--- config.mk ---
export PLATFORM = sky130hd
export DESIGN_NAME = uart_tx
export DESIGN_NICKNAME = d
export VERILOG_FILES = /design/src/rtl/uart_tx.sv
export SDC_FILE = /design/constraint.sdc
export NUM_CORES = 1
export LEC_CHECK = 0
export CAP_MARGIN = 20
export CORE_AREA = 2 2 57 59
export CTS_BUF_LIST = sky130_fd_sc_hd__clkbuf_2 sky130_fd_sc_hd__clkbuf_4 sky130_fd_sc_hd__clkbuf_8
export CTS_CLUSTER_DIAMETER = 150
export DETAILED_ROUTE_END_ITERATION = 16
export DIE_AREA = 0 0 59 61
export GPL_TIMING_DRIVEN = 1
export PLACE_DENSITY = 0.73
export SLEW_MARGIN = 20
export SYNTH_ARGS = -nofsm -noshare
export SYNTH_HDL_FRONTEND = slang
export SYNTH_SLANG_ARGS = --single-unit
--- constraint.sdc ---
create_clock -name i_Clk -period 4.1 [get_ports i_Clk]
set_input_delay 1.23 -clock i_Clk [delete_from_list [all_inputs] [get_ports i_Clk]]
set_output_delay 1.23 -clock i_Clk [all_outputs]
set_load 0.05 [all_outputs]
--- src/rtl/uart_tx.sv ---
// uart_tx: 8-bit UART transmitter, 8N1 framing (optional even parity bit), LSB first.
// Latency: o_Tx falls on the accepting edge; o_fDone rises 10*CLKS_PER_BIT cycles later (11* with parity).
// Backpressure: a request is accepted only in IDLE; i_fStart while o_fBusy is high is dropped, never queued.
//
// Ports:
//   i_Clk     system clock, rising edge
//   i_Rst     synchronous active-high reset
//   i_fStart  send request, sampled only in IDLE
//   i_Data    byte to send, captured on the accepting edge
//   o_Tx      registered serial line, idles high
//   o_fBusy   high from the accepting edge until the frame ends
//   o_fDone   one-cycle registered pulse at the end of the stop bit
//
// Build option: define UART_TX_PARITY_EN to insert an even-parity bit between
// the last data bit and the stop bit.

module uart_tx #(
  parameter int CLKS_PER_BIT = 434,
  parameter int CNT_W        = 16
) (
  input  logic       i_Clk,
  input  logic       i_Rst,
  input  logic       i_fStart,
  input  logic [7:0] i_Data,
  output logic       o_Tx,
  output logic       o_fBusy,
  output logic       o_fDone
);

  typedef enum logic [2:0] {
    ST_IDLE   = 3'd0,
    ST_START  = 3'd1,
    ST_DATA   = 3'd2,
`ifdef UART_TX_PARITY_EN
    ST_PARITY = 3'd3,
`endif
    ST_STOP   = 3'd4
  } state_t;

  localparam logic [CNT_W-1:0] CNT_LAST = CNT_W'(CLKS_PER_BIT - 1);

  state_t           state_q,   state_nxt;
  logic [CNT_W-1:0] cnt_q,     cnt_nxt;
  logic [2:0]       bit_idx_q, bit_idx_nxt;
  logic [7:0]       shift_q,   shift_nxt;
  logic             tx_q,      tx_nxt;
  logic             busy_q,    busy_nxt;
  logic             done_q,    done_nxt;

  logic             bit_end;
  logic [2:0]       bit_idx_inc;

  assign bit_end     = (cnt_q == CNT_LAST);
  assign bit_idx_inc = bit_idx_q + 3'd1;

  // State and output registers. Every output is a flop so the line level
  // for the next bit is computed one cycle ahead in the combinational block.
  always_ff @(posedge i_Clk) begin
    if (i_Rst) begin
      state_q   <= ST_IDLE;
      cnt_q     <= '0;
      bit_idx_q <= '0;
      shift_q   <= '0;
      tx_q      <= 1'b1;
      busy_q    <= 1'b0;
      done_q    <= 1'b0;
    end else begin
      state_q   <= state_nxt;
      cnt_q     <= cnt_nxt;
      bit_idx_q <= bit_idx_nxt;
      shift_q   <= shift_nxt;
      tx_q      <= tx_nxt;
      busy_q    <= busy_nxt;
      done_q    <= done_nxt;
    end
  end

  always_comb begin
    state_nxt   = state_q;
    cnt_nxt     = cnt_q + CNT_W'(1);
    bit_idx_nxt = bit_idx_q;
    shift_nxt   = shift_q;
    tx_nxt      = tx_q;
    busy_nxt    = busy_q;
    done_nxt    = 1'b0;

    case (state_q)
      ST_IDLE: begin
        cnt_nxt = '0;
        tx_nxt  = 1'b1;
        if (i_fStart) begin
          // Start bit goes out on this same edge.
          shift_nxt   = i_Data;
          bit_idx_nxt = '0;
          tx_nxt      = 1'b0;
          busy_nxt    = 1'b1;
          state_nxt   = ST_START;
        end
      end

      ST_START: begin
        if (bit_end) begin
          cnt_nxt     = '0;
          bit_idx_nxt = '0;
          tx_nxt      = shift_q[0];
          state_nxt   = ST_DATA;
        end
      end

      ST_DATA: begin
        if (bit_end) begin
          cnt_nxt = '0;
          if (bit_idx_q == 3'd7) begin
            bit_idx_nxt = '0;
`ifdef UART_TX_PARITY_EN
            tx_nxt    = ^shift_q;
            state_nxt = ST_PARITY;
`else
            tx_nxt    = 1'b1;
            state_nxt = ST_STOP;
`endif
          end else begin
            bit_idx_nxt = bit_idx_inc;
            tx_nxt      = shift_q[bit_idx_inc];
          end
        end
      end

`ifdef UART_TX_PARITY_EN
      ST_PARITY: begin
        if (bit_end) begin
          cnt_nxt   = '0;
          tx_nxt    = 1'b1;
          state_nxt = ST_STOP;
        end
      end
`endif

      ST_STOP: begin
        if (bit_end) begin
          // Back to IDLE for at least one cycle: this is the mandatory
          // one-clock high gap between back-to-back frames.
          cnt_nxt   = '0;
          tx_nxt    = 1'b1;
          busy_nxt  = 1'b0;
          done_nxt  = 1'b1;
          state_nxt = ST_IDLE;
        end
      end

      default: begin
        cnt_nxt   = '0;
        tx_nxt    = 1'b1;
        busy_nxt  = 1'b0;
        state_nxt = ST_IDLE;
      end
    endcase
  end

  assign o_Tx    = tx_q;
  assign o_fBusy = busy_q;
  assign o_fDone = done_q;

endmodule

==> key figures, run 1 <==
Drt
  • Detailed Routing Iterations Pass 1: 4
  • Post-DRT Antenna Nets: 0
  • Vias: 1190
  • Total wire length: 2.76 mm
  • Vias/cell: 5.36
  • Wire per inst: 12.4 um
  • Initial drt markers: 33
  • DRC: 0

Run status
  • Status: finished, final reports clean

Synth
  • Gate Count Post-Synth: 173
  • Distinct cell type count after synthesis: 33
  • Synth Net Count: 188
  • FF+latch count, synth: 33
  • Post-Syn Area per Cell: 8.95 um^2
  • Post-synthesis sequential area ratio: 42.7%
  • Synthesized area: 1550 um^2
  • YS warnings: 0

Final layout
  • # nets final: 203
  • Diodes inserted: 0
  • Layout area overhead: 13.2%
  • Fillers: 270
  • Most frequent cells in the layout: 33 x dfxtp_1, 30 x nor2_1, 24 x nand2_1
  • Layout cells sized above 1: 10.6%
  • Commonest non-fill, non-tap cell in the layout: dfxtp_1

Critical path
  • Crit Path Class: register to primary output
  • Instance count on the critical path: 1
  • Crit-path slowest cell: clkdlybuf4s50_1
  • Critical path cell sequence: clkdlybuf4s50_1
  • Bufs and invs on worst path: 1
  • R2R cell count: 5
  • Req. time, crit path: 2.87 ns
  • Worst EP arrival: 1.48 ns
  • CP delay by family, top: buffers and inverters
  • Crit-path max FO: 2
  • Crit. End Element: primary output
  • Worst setup SP type: register
  • Crit path largest cell delay: 0.80 ns

Pwr
  • Leak: 0.611 nW
  • Max VDD drop: 0.182 mV
  • PD cells: 337 nW/um^2

Clocking
  • Worst-case clock buffer depth: 2
  • Clock sink count: 33
  • Cts repair resizes: 0
  • H-tree levels: 2
  • # hold bufs at CTS: 0
  • Setup Fix Bufs, Post-CTS: 0
  • Root buffer cell: clkbuf_4
  • Clock Latency Late Sink: 0.32 ns
  • Clk slew on worst S/H paths: 0.10 ns
  • Num CTS Buffers: 5
  • CTS tree: built

Die
  • Initial Util: 52.4%
  • Rows: 20
  • Chip width: 59 um
  • Die ar.: 3600 um^2
  • Num ports: 14
  • Area of the core: 2950 um^2
  • Die outline height: 61 um

STA
  • Slew Viols, Final: 0
  • Worst hold slack: 0.461 ns
  • Slew Limit Headroom: 62.0%
  • Highest Clock Rate: 0.369 GHz
  • Final Setup Violations: 0
  • Hold Vio Cnt, Final: 0
  • Fin worst setup slack: 1.39 ns
  • Post-Route Skew: 0.00991 ns
  • Period utilisation layout: 66.0%
  • RSZ-0062 raised after global routing: no
  • Worst-Margin Slew: 0.569 ns
  • Period minus WS final: 2.71 ns
  • Total negative slack: 0 ns

Global routing
  • Initial antenna violation count: 0
  • Largest net degree at the start of global routing: 17
  • Congestion Overflow GR: 0
  • GRT Total Usage: 18.0%
  • First-pass GRT wire length: 4.78 mm
  • Vias in the first global route: 1137

Hold path
  • Worst min-delay path class: register to register
  • Hold depth: 2

Place
  • DP Worst Slack: 1.37 ns
  • Routability congestion estimate: 0.766
  • I/O Buffers: 13
  • Dpl hpwl: 2.18 mm

Flow run
  • Maxcap violations: 0
where the power goes:
part / internal (mW) / leakage (nW) / switching, mW / total, mW
Combinational: 0.0251 / 0.302 / 0.0275 / 0.0526
Sequential: 0.328 / 0.268 / 0.00560 / 0.334
Clock: 0.0994 / 0.0413 / 0.105 / 0.204
synthesized netlist by cell type:
cell / count / area share, %
o21a_4: 1 / 0.97
mux4_2: 2 / 2.9
and4_2: 1 / 0.65
or3_1: 1 / 0.40
mux2i_1: 3 / 1.9
nand4_4: 1 / 1.4
nor3_1: 6 / 1.9
xor2_1: 8 / 4.5
nor2b_1: 1 / 0.40
nor4_4: 1 / 1.4
xnor2_1: 6 / 3.4
ha_1: 4 / 3.2
o31a_2: 1 / 0.65
a21oi_1: 15 / 4.9
nand2_1: 24 / 5.8
a21oi_2: 1 / 0.57
clkbuf_1: 3 / 0.73
or2b_4: 1 / 0.73
nand2b_1: 1 / 0.40
inv_1: 4 / 0.97
nor2_1: 30 / 7.3
and2_1: 2 / 0.81
nor4b_4: 1 / 1.5
nand3_1: 7 / 2.3
buf_6: 3 / 2.2
or2b_1: 1 / 0.49
nand4_1: 3 / 1.2
and3_1: 1 / 0.40
dfxtp_1: 33 / 43
o31ai_1: 1 / 0.49
o22ai_1: 2 / 0.81
nor3b_1: 3 / 1.5
or3b_2: 1 / 0.57
sequential cells by signal, summed over array words and instances, names as in the netlist:
signal     count
cnt_q         16
shift_q        8
bit_idx_q      3
state_q        3
o_Tx           1
o_fBusy        1
o_fDone        1
metal layers:
metal / wire length [um] / share of wire [%] / vias up / GRT usage [%]
li1: - / - / 613 / -
met1: 1230 / 44 / 550 / 21.1
met2: 1400 / 51 / 22 / 31.4
met3: 91 / 3.3 / 5 / 4.48
met4: 38 / 1.4 / 0 / 7.79
met5: 0 / 0 / - / 0
per-stage QoR:
| stage | std cells | total power [mW] | area (um^2) | utilization [%] |
|---|---|---|---|---|
| 3_3_place_gp | 214 | 0.393 | 1680 | 56.9 |
| 6_report | 222 | 0.591 | 1750 | 59.3 |
| 4_1_cts | 222 | 0.598 | 1750 | 59.3 |
| 5_1_grt | 222 | 0.615 | 1750 | 59.3 |
| 3_5_place_dp | 214 | 0.394 | 1680 | 56.9 |
| 2_1_floorplan | 173 | 0.377 | 1550 | - |
layout make-up:
type / instances / area (um^2) / area share [%]
timing repair buffer: 14 / 138 / 7.86
clock inverter: 1 / 5.00 / 0.286
clock buffer: 7 / 65.1 / 3.71
sequential: 33 / 661 / 37.7
inverter: 4 / 15.0 / 0.857
tap: 33 / 41.3 / 2.36
multi-input combinational: 130 / 827 / 47.2
worst paths after layout:
path | start | to | slack (ns)
setup / recovery | o_Tx | o_Tx | 1.39
hold / removal | shift_q[2] | shift_q[2] | 0.46
setup reg to reg | bit_idx_q[0] | o_Tx | 2.20
hold reg to reg | shift_q[2] | shift_q[2] | 0.46
cell families (layout without fill, tap and decap cells):
kind of cell / Yosys count / in the layout / synth area share (%)
AND/OR/NAND/NOR: 86 / 86 / 29.1
adder cells (fa/ha/maj): 4 / 4 / 3.23
buffers and inverters: 10 / 26 / 3.88
XOR/XNOR: 14 / 14 / 7.92
multiplexers: 5 / 5 / 4.85
AO/OA/AOI/OAI: 21 / 21 / 8.33
flip-flops: 33 / 33 / 42.7
(Power assumes the default switching activity.)
==> run 2, diff against run 1 <==
- clock period: 4.1 -> 2.7 ns (I/O delays scaled with it)
==> run 2 against run 1 <==
  * Count of clock-buffer cells in the layout down 1
  * Final area down 0.86%
  * Routed wire length up 1.6%
  * Non-clock buffer count unchanged
  * Utilization down 0.51 points
  * Critical path type unchanged
  * Critical endpoint unchanged
  * Largest cell class unchanged
==> key figures, run 2 (synthesized netlist as in run 1, its figures left out) <==
Run status
  • Status: finished, final reports clean

Place
  • I/O Buffers: 13 (unchanged)
  • Routability congestion estimate: 0.764 (-0.29%)
  • Dpl cell area: 1680 um^2 (unchanged)
  • DP Worst Slack: 0.494 ns (-0.872 ns)
  • Dpl hpwl: 2.14 mm (-2.2%)

Global routing
  • GRT Total Usage: 18.9% (+0.90 points)
  • Vias in the first global route: 1136 (-0.088%)
  • Congestion Overflow GR: 0 (unchanged)
  • Initial antenna violation count: 0 (unchanged)
  • First-pass GRT wire length: 4.99 mm (+4.3%)
  • Largest net degree at the start of global routing: 17 (unchanged)

Die
  • Num ports: 14 (unchanged)
  • Initial Util: 52.4% (unchanged)
  • Die outline height: 61 um (unchanged)
  • Die ar.: 3600 um^2 (unchanged)
  • Area of the core: 2950 um^2 (unchanged)
  • Rows: 20 (unchanged)
  • Chip width: 59 um (unchanged)

Final layout
  • Diodes inserted: 0 (unchanged)
  • Post-route cell area: 1740 um^2 (-0.86%)
  • # nets final: 203 (unchanged)
  • Layout cells sized above 1: 10.6% (unchanged)
  • Fillers: 274 (+1.5%)
  • Commonest non-fill, non-tap cell in the layout: dfxtp_1
  • Largest Register: cnt_q
  • Layout area overhead: 12.2%
  • Largest registers: cnt_q x16, shift_q x8
  • Most frequent cells in the layout: 33 x dfxtp_1, 30 x nor2_1, 24 x nand2_1
  • Largest register FFs: 16 (unchanged)

Clocking
  • Clk slew on worst S/H paths: 0.10 ns (about the same)
  • Worst-case clock buffer depth: 2 (unchanged)
  • H-tree levels: 2 (unchanged)
  • Clock Latency Late Sink: 0.32 ns (about the same)
  • CTS tree: built
  • Setup Fix Bufs, Post-CTS: 0 (unchanged)
  • Cts repair resizes: 0 (unchanged)
  • Root buffer cell: clkbuf_4
  • # hold bufs at CTS: 0 (unchanged)
  • Num CTS Buffers: 5 (unchanged)
  • Clock sink count: 33 (unchanged)

STA
  • Post-Route Skew: 0.00320 ns (-0.00672 ns)
  • Highest Clock Rate: 0.440 GHz
  • Fin worst setup slack: 0.429 ns (-0.964 ns)
  • Total negative slack: 0 ns (unchanged)
  • Period utilisation layout: 84.1%
  • Hold Vio Cnt, Final: 0 (unchanged)
  • Period minus WS final: 2.27 ns
  • Worst-Margin Slew: 0.594 ns (+0.0245 ns)
  • RSZ-0062 raised after global routing: no
  • Slew Viols, Final: 0 (unchanged)
  • Slew Limit Headroom: 60.4% (-1.6 points)
  • Final Setup Violations: 0 (unchanged)

Critical path
  • Crit. End Element: primary output
  • Crit-path slowest cell: clkdlybuf4s50_1
  • Worst EP arrival: 1.46 ns (-0.02 ns)
  • Reg-to-Reg End: o_Tx
  • Crit Path Class: register to primary output
  • Worst setup SP type: register
  • Crit path largest cell delay: 0.80 ns (about the same)
  • CP delay by family, top: buffers and inverters
  • Crit-path max FO: 2 (unchanged)
  • Req. time, crit path: 1.89 ns (-0.98 ns)
  • Critical Path Start: o_Tx
  • R2R cell count: 5 (unchanged)
  • Critical path cell sequence: clkdlybuf4s50_1
  • R2R setup slack: 0.80 ns (-1.40 ns)
  • Bufs and invs on worst path: 1 (unchanged)
  • Instance count on the critical path: 1 (unchanged)
  • Critical R2R Launch: bit_idx_q[0]
  • Setup crit end: o_Tx

Drt
  • Detailed Routing Iterations Pass 1: 4 (unchanged)
  • Vias: 1193 (+0.25%)
  • Wire per inst: 12.6 um (+1.6%)
  • Total wire length: 2.80 mm (+1.6%)
  • Initial drt markers: 32 (-3.0%)
  • DRC: 0 (unchanged)
  • Post-DRT Antenna Nets: 0 (unchanged)
  • Vias/cell: 5.37 (+0.25%)

Pwr
  • Pint: 0.646 mW (+43%)
  • Leak: 0.605 nW (-0.96%)
  • Clock power frac: 31.5% (-3.1 points)
  • Share of power burned in registers: 59.2% (+2.7 points)
  • Net switching power: 0.211 mW (+53%)
  • Combinational power share: 9.4% (+0.5 points)
  • PD cells: 493 nW/um^2 (+46%)
  • Net Sw Frac: 24.6% (+1.3 points)
  • Max VDD drop: 0.307 mV (+69%)

Flow run
  • Maxcap violations: 0 (unchanged)

Hold path
  • Worst min-delay path class: register to register
run 2: power by group through the flow:
stage / combinational [mW] / sequential [mW] / clock [mW]
2_1_floorplan: 0.0482 / 0.524 / 0
3_3_place_gp: 0.0784 / 0.518 / 0
3_5_place_dp: 0.0812 / 0.518 / 0
4_1_cts: 0.0813 / 0.507 / 0.278
5_1_grt: 0.0901 / 0.508 / 0.301
6_report: 0.0805 / 0.507 / 0.269
run 2: routing by layer:
metal	wire length (um)	global-route usage [%]	vias up
li1	-	-	616
met1	1360	24.0	550
met2	1300	30.6	20
met3	94	4.48	7
met4	42	8.77	0
met5	0	0	-
run 2: stage by stage:
stage	std cells	hold slack, ns	util [%]	total power [mW]
2_1_floorplan	173	0.433	-	0.573
3_3_place_gp	214	0.444	56.9	0.596
3_5_place_dp	214	0.449	56.9	0.600
4_1_cts	222	0.463	58.8	0.866
5_1_grt	222	0.481	58.8	0.899
6_report	222	0.462	58.8	0.857
run 2: cell type report:
cell class	count	area (um^2)	area share, %
timing repair buffer	14	138	7.93
multi-input combinational	130	827	47.6
inverter	4	15.0	0.865
tap	33	41.3	2.38
clock inverter	2	10.0	0.576
sequential	33	661	38.0
clock buffer	6	45.0	2.59
run 2: how the worst min path moves through the flow:
stage               start         end  depth (start not counted)
5_1_grt        shift_q[5]  shift_q[5]                          2
6_report       shift_q[4]  shift_q[4]                          2
3_3_place_gp   shift_q[6]  shift_q[6]                          2
3_5_place_dp   shift_q[4]  shift_q[4]                          2
2_1_floorplan  shift_q[4]  shift_q[4]                          2
4_1_cts        shift_q[4]  shift_q[4]                          2
==> run 3, diff against run 2 <==
- CORE_AREA: 2 2 57 59 -> 2 2 58 60
- DIE_AREA: 0 0 59 61 -> 0 0 60 62
- PLACE_DENSITY: 0.73 -> 0.74
- clock period: 2.7 -> 2 ns (I/O delays scaled with it)
==> run 3 against run 2 <==
  * First-iteration DRC count is 75% higher
  * Utilization is 3.3 points lower
  * Total power up 39%
  * Register-to-register slack lost 0.69 ns
  * Final area grew 1.6%
  * Critical path type is now register to register
  * Critical endpoint is now o_Tx
  * Largest power group unchanged
==> key figures, run 3 (synthesized netlist as in run 1, its figures left out) <==
Global routing
  • Congestion Overflow GR: 0 (unchanged)
  • First-pass GRT wire length: 4.89 mm (-2.1%)
  • GRT Total Usage: 18.4% (-0.48 points)
  • Initial antenna violation count: 0 (unchanged)
  • Largest net degree at the start of global routing: 17 (unchanged)
  • Vias in the first global route: 1239 (+9.1%)

STA
  • Period utilisation layout: 94.3%
  • Slew Limit Headroom: 66.8% (+6.4 points)
  • Hold Vio Cnt, Final: 0 (unchanged)
  • Final Setup Violations: 0 (unchanged)
  • Period minus WS final: 1.89 ns
  • Highest Clock Rate: 0.530 GHz
  • Worst hold slack: 0.461 ns (-0.00143 ns)
  • Slew Viols, Final: 0 (unchanged)
  • Worst-Margin Slew: 0.497 ns (-0.0968 ns)
  • RSZ-0062 raised after global routing: no
  • Post-Route Skew: 0.00751 ns (+0.00431 ns)
  • Total negative slack: 0 ns (unchanged)

Pwr
  • Leak: 0.618 nW (+2.0%)
  • Max VDD drop: 0.321 mV (+4.4%)
  • PD cells: 674 nW/um^2 (+37%)
  • Pwr Total: 1.19 mW (+39%)

Clocking
  • # hold bufs at CTS: 0 (unchanged)
  • H-tree levels: 2 (unchanged)
  • Clock sink count: 33 (unchanged)
  • Cts repair resizes: 0 (unchanged)
  • Clock Latency Late Sink: 0.34 ns (+0.02 ns)
  • CTS tree: built
  • Root buffer cell: clkbuf_4
  • Num CTS Buffers: 5 (unchanged)
  • Clk slew on worst S/H paths: 0.09 ns (about the same)
  • Worst-case clock buffer depth: 2 (unchanged)
  • Setup Fix Bufs, Post-CTS: 0 (unchanged)

Drt
  • Vias: 1229 (+3.0%)
  • DRC: 0 (unchanged)
  • Vias/cell: 5.21 (-3.1%)
  • Wire per inst: 12.2 um (-3.3%)
  • Initial drt markers: 56 (+75%)
  • Post-DRT Antenna Nets: 0 (unchanged)
  • Total wire length: 2.88 mm (+2.8%)
  • Detailed Routing Iterations Pass 1: 4 (unchanged)

Hold path
  • Hold depth: 2 (unchanged)
  • Hold_sp: shift_q[7]
  • Hold EP: shift_q[7]
  • Worst min-delay path class: register to register

Final layout
  • Commonest non-fill, non-tap cell in the layout: dfxtp_1
  • # nets final: 205 (+0.99%)
  • Largest registers: cnt_q x16, shift_q x8
  • Post-layout util: 55.5% (-3.3 points)
  • Diodes inserted: 0 (unchanged)
  • Largest register FFs: 16 (unchanged)
  • Most frequent cells in the layout: 33 x dfxtp_1, 30 x nor2_1, 24 x nand2_1
  • Layout cells sized above 1: 12.6% (+2.0 points)
  • Post-route non-filler standard cell count: 236 (+6.3%)
  • Layout area overhead: 14.0%
  • Largest Register: cnt_q

Critical path
  • Req. time, crit path: 2.23 ns (+0.34 ns)
  • Worst EP arrival: 2.12 ns (+0.66 ns)
  • Crit Path Class: register to register
  • R2R setup slack: 0.11 ns (-0.69 ns)
  • R2R cell count: 5 (unchanged)
  • Critical R2R Launch: bit_idx_q[0]
  • Crit. End Element: register
  • Reg-to-Reg End: o_Tx
  • Crit-path max FO: 5 (+3)
  • Worst setup SP type: register

Place
  • Placed Instances: 229 (+7.0%)
  • Dpl hpwl: 2.13 mm (-0.30%)
  • Routability congestion estimate: 0.832 (+9.0%)
  • I/O Buffers: 13 (unchanged)

Die
  • Die ar.: 3720 um^2 (+3.4%)
  • Rows: 21 (+5.0%)
  • Area of the core: 3180 um^2 (+7.7%)
  • Num ports: 14 (unchanged)
  • Die outline height: 62 um (+1.6%)
  • Chip width: 60 um (+1.7%)
  • Initial Util: 48.7% (-3.7 points)

Flow run
  • Maxcap violations: 0 (unchanged)

Run status
  • Status: finished, final reports clean
run 3: changes by cell type in the layout (fill, tap and decap cells not counted):
cell / before / now
clkinv_2: 2 / 0
clkbuf_8: 0 / 1
clkdlybuf4s50_1: 13 / 10
buf_4: 1 / 6
run 3: layout make-up:
cell class,count,area (um^2)
Tap cell,46,57.6
Clock buffer,7,58.8
Sequential cell,33,661
Inverter,4,15.0
Timing Repair Buffer,16,145
Fill cell,307,1420
Multi-Input combinational cell,130,827
run 3: through the flow:
step | cell area [um^2] | setup WS [ns]
floorplan | 1550 | 0.228
finish | 1760 | 0.114
CTS | 1760 | 0.114
global placement | 1710 | 0.157
global route | 1760 | 0.0413
detailed placement | 1710 | 0.120
run 3: where the power goes:
part | total, mW | internal, mW | switching [mW]
combinational | 0.110 | 0.0535 | 0.0567
sequential | 0.685 | 0.673 | 0.0122
clock | 0.394 | 0.179 | 0.214
run 3: worst max path at each step:
stage                       from           end  slack (ns)  cells after the start
floorplan           bit_idx_q[0]          o_Tx        0.23                      5
global placement        i_fStart  bit_idx_q[1]        0.16                      6
detailed placement      i_fStart  bit_idx_q[0]        0.12                      6
CTS                 bit_idx_q[0]          o_Tx        0.11                      5
global route        bit_idx_q[0]          o_Tx        0.04                      5
finish              bit_idx_q[0]          o_Tx        0.11                      5
run 3: critical path: stages, from the launching register on:
cell	delay [ns]
dfxtp_1	0.37
ha_1	0.38
mux4_2	0.52
a21oi_1	0.15
nor2_1	0.05
o31a_2	0.31
run 3: per-layer routing:
layer / GRT usage (%) / vias to the layer above / share of wire (%)
met1: 16.5 / 578 / 39
met2: 35.7 / 24 / 54
met4: 9.52 / 0 / 2.6
met5: 0 / - / 0
met3: 7.04 / 11 / 4.6
li1: - / 616 / -
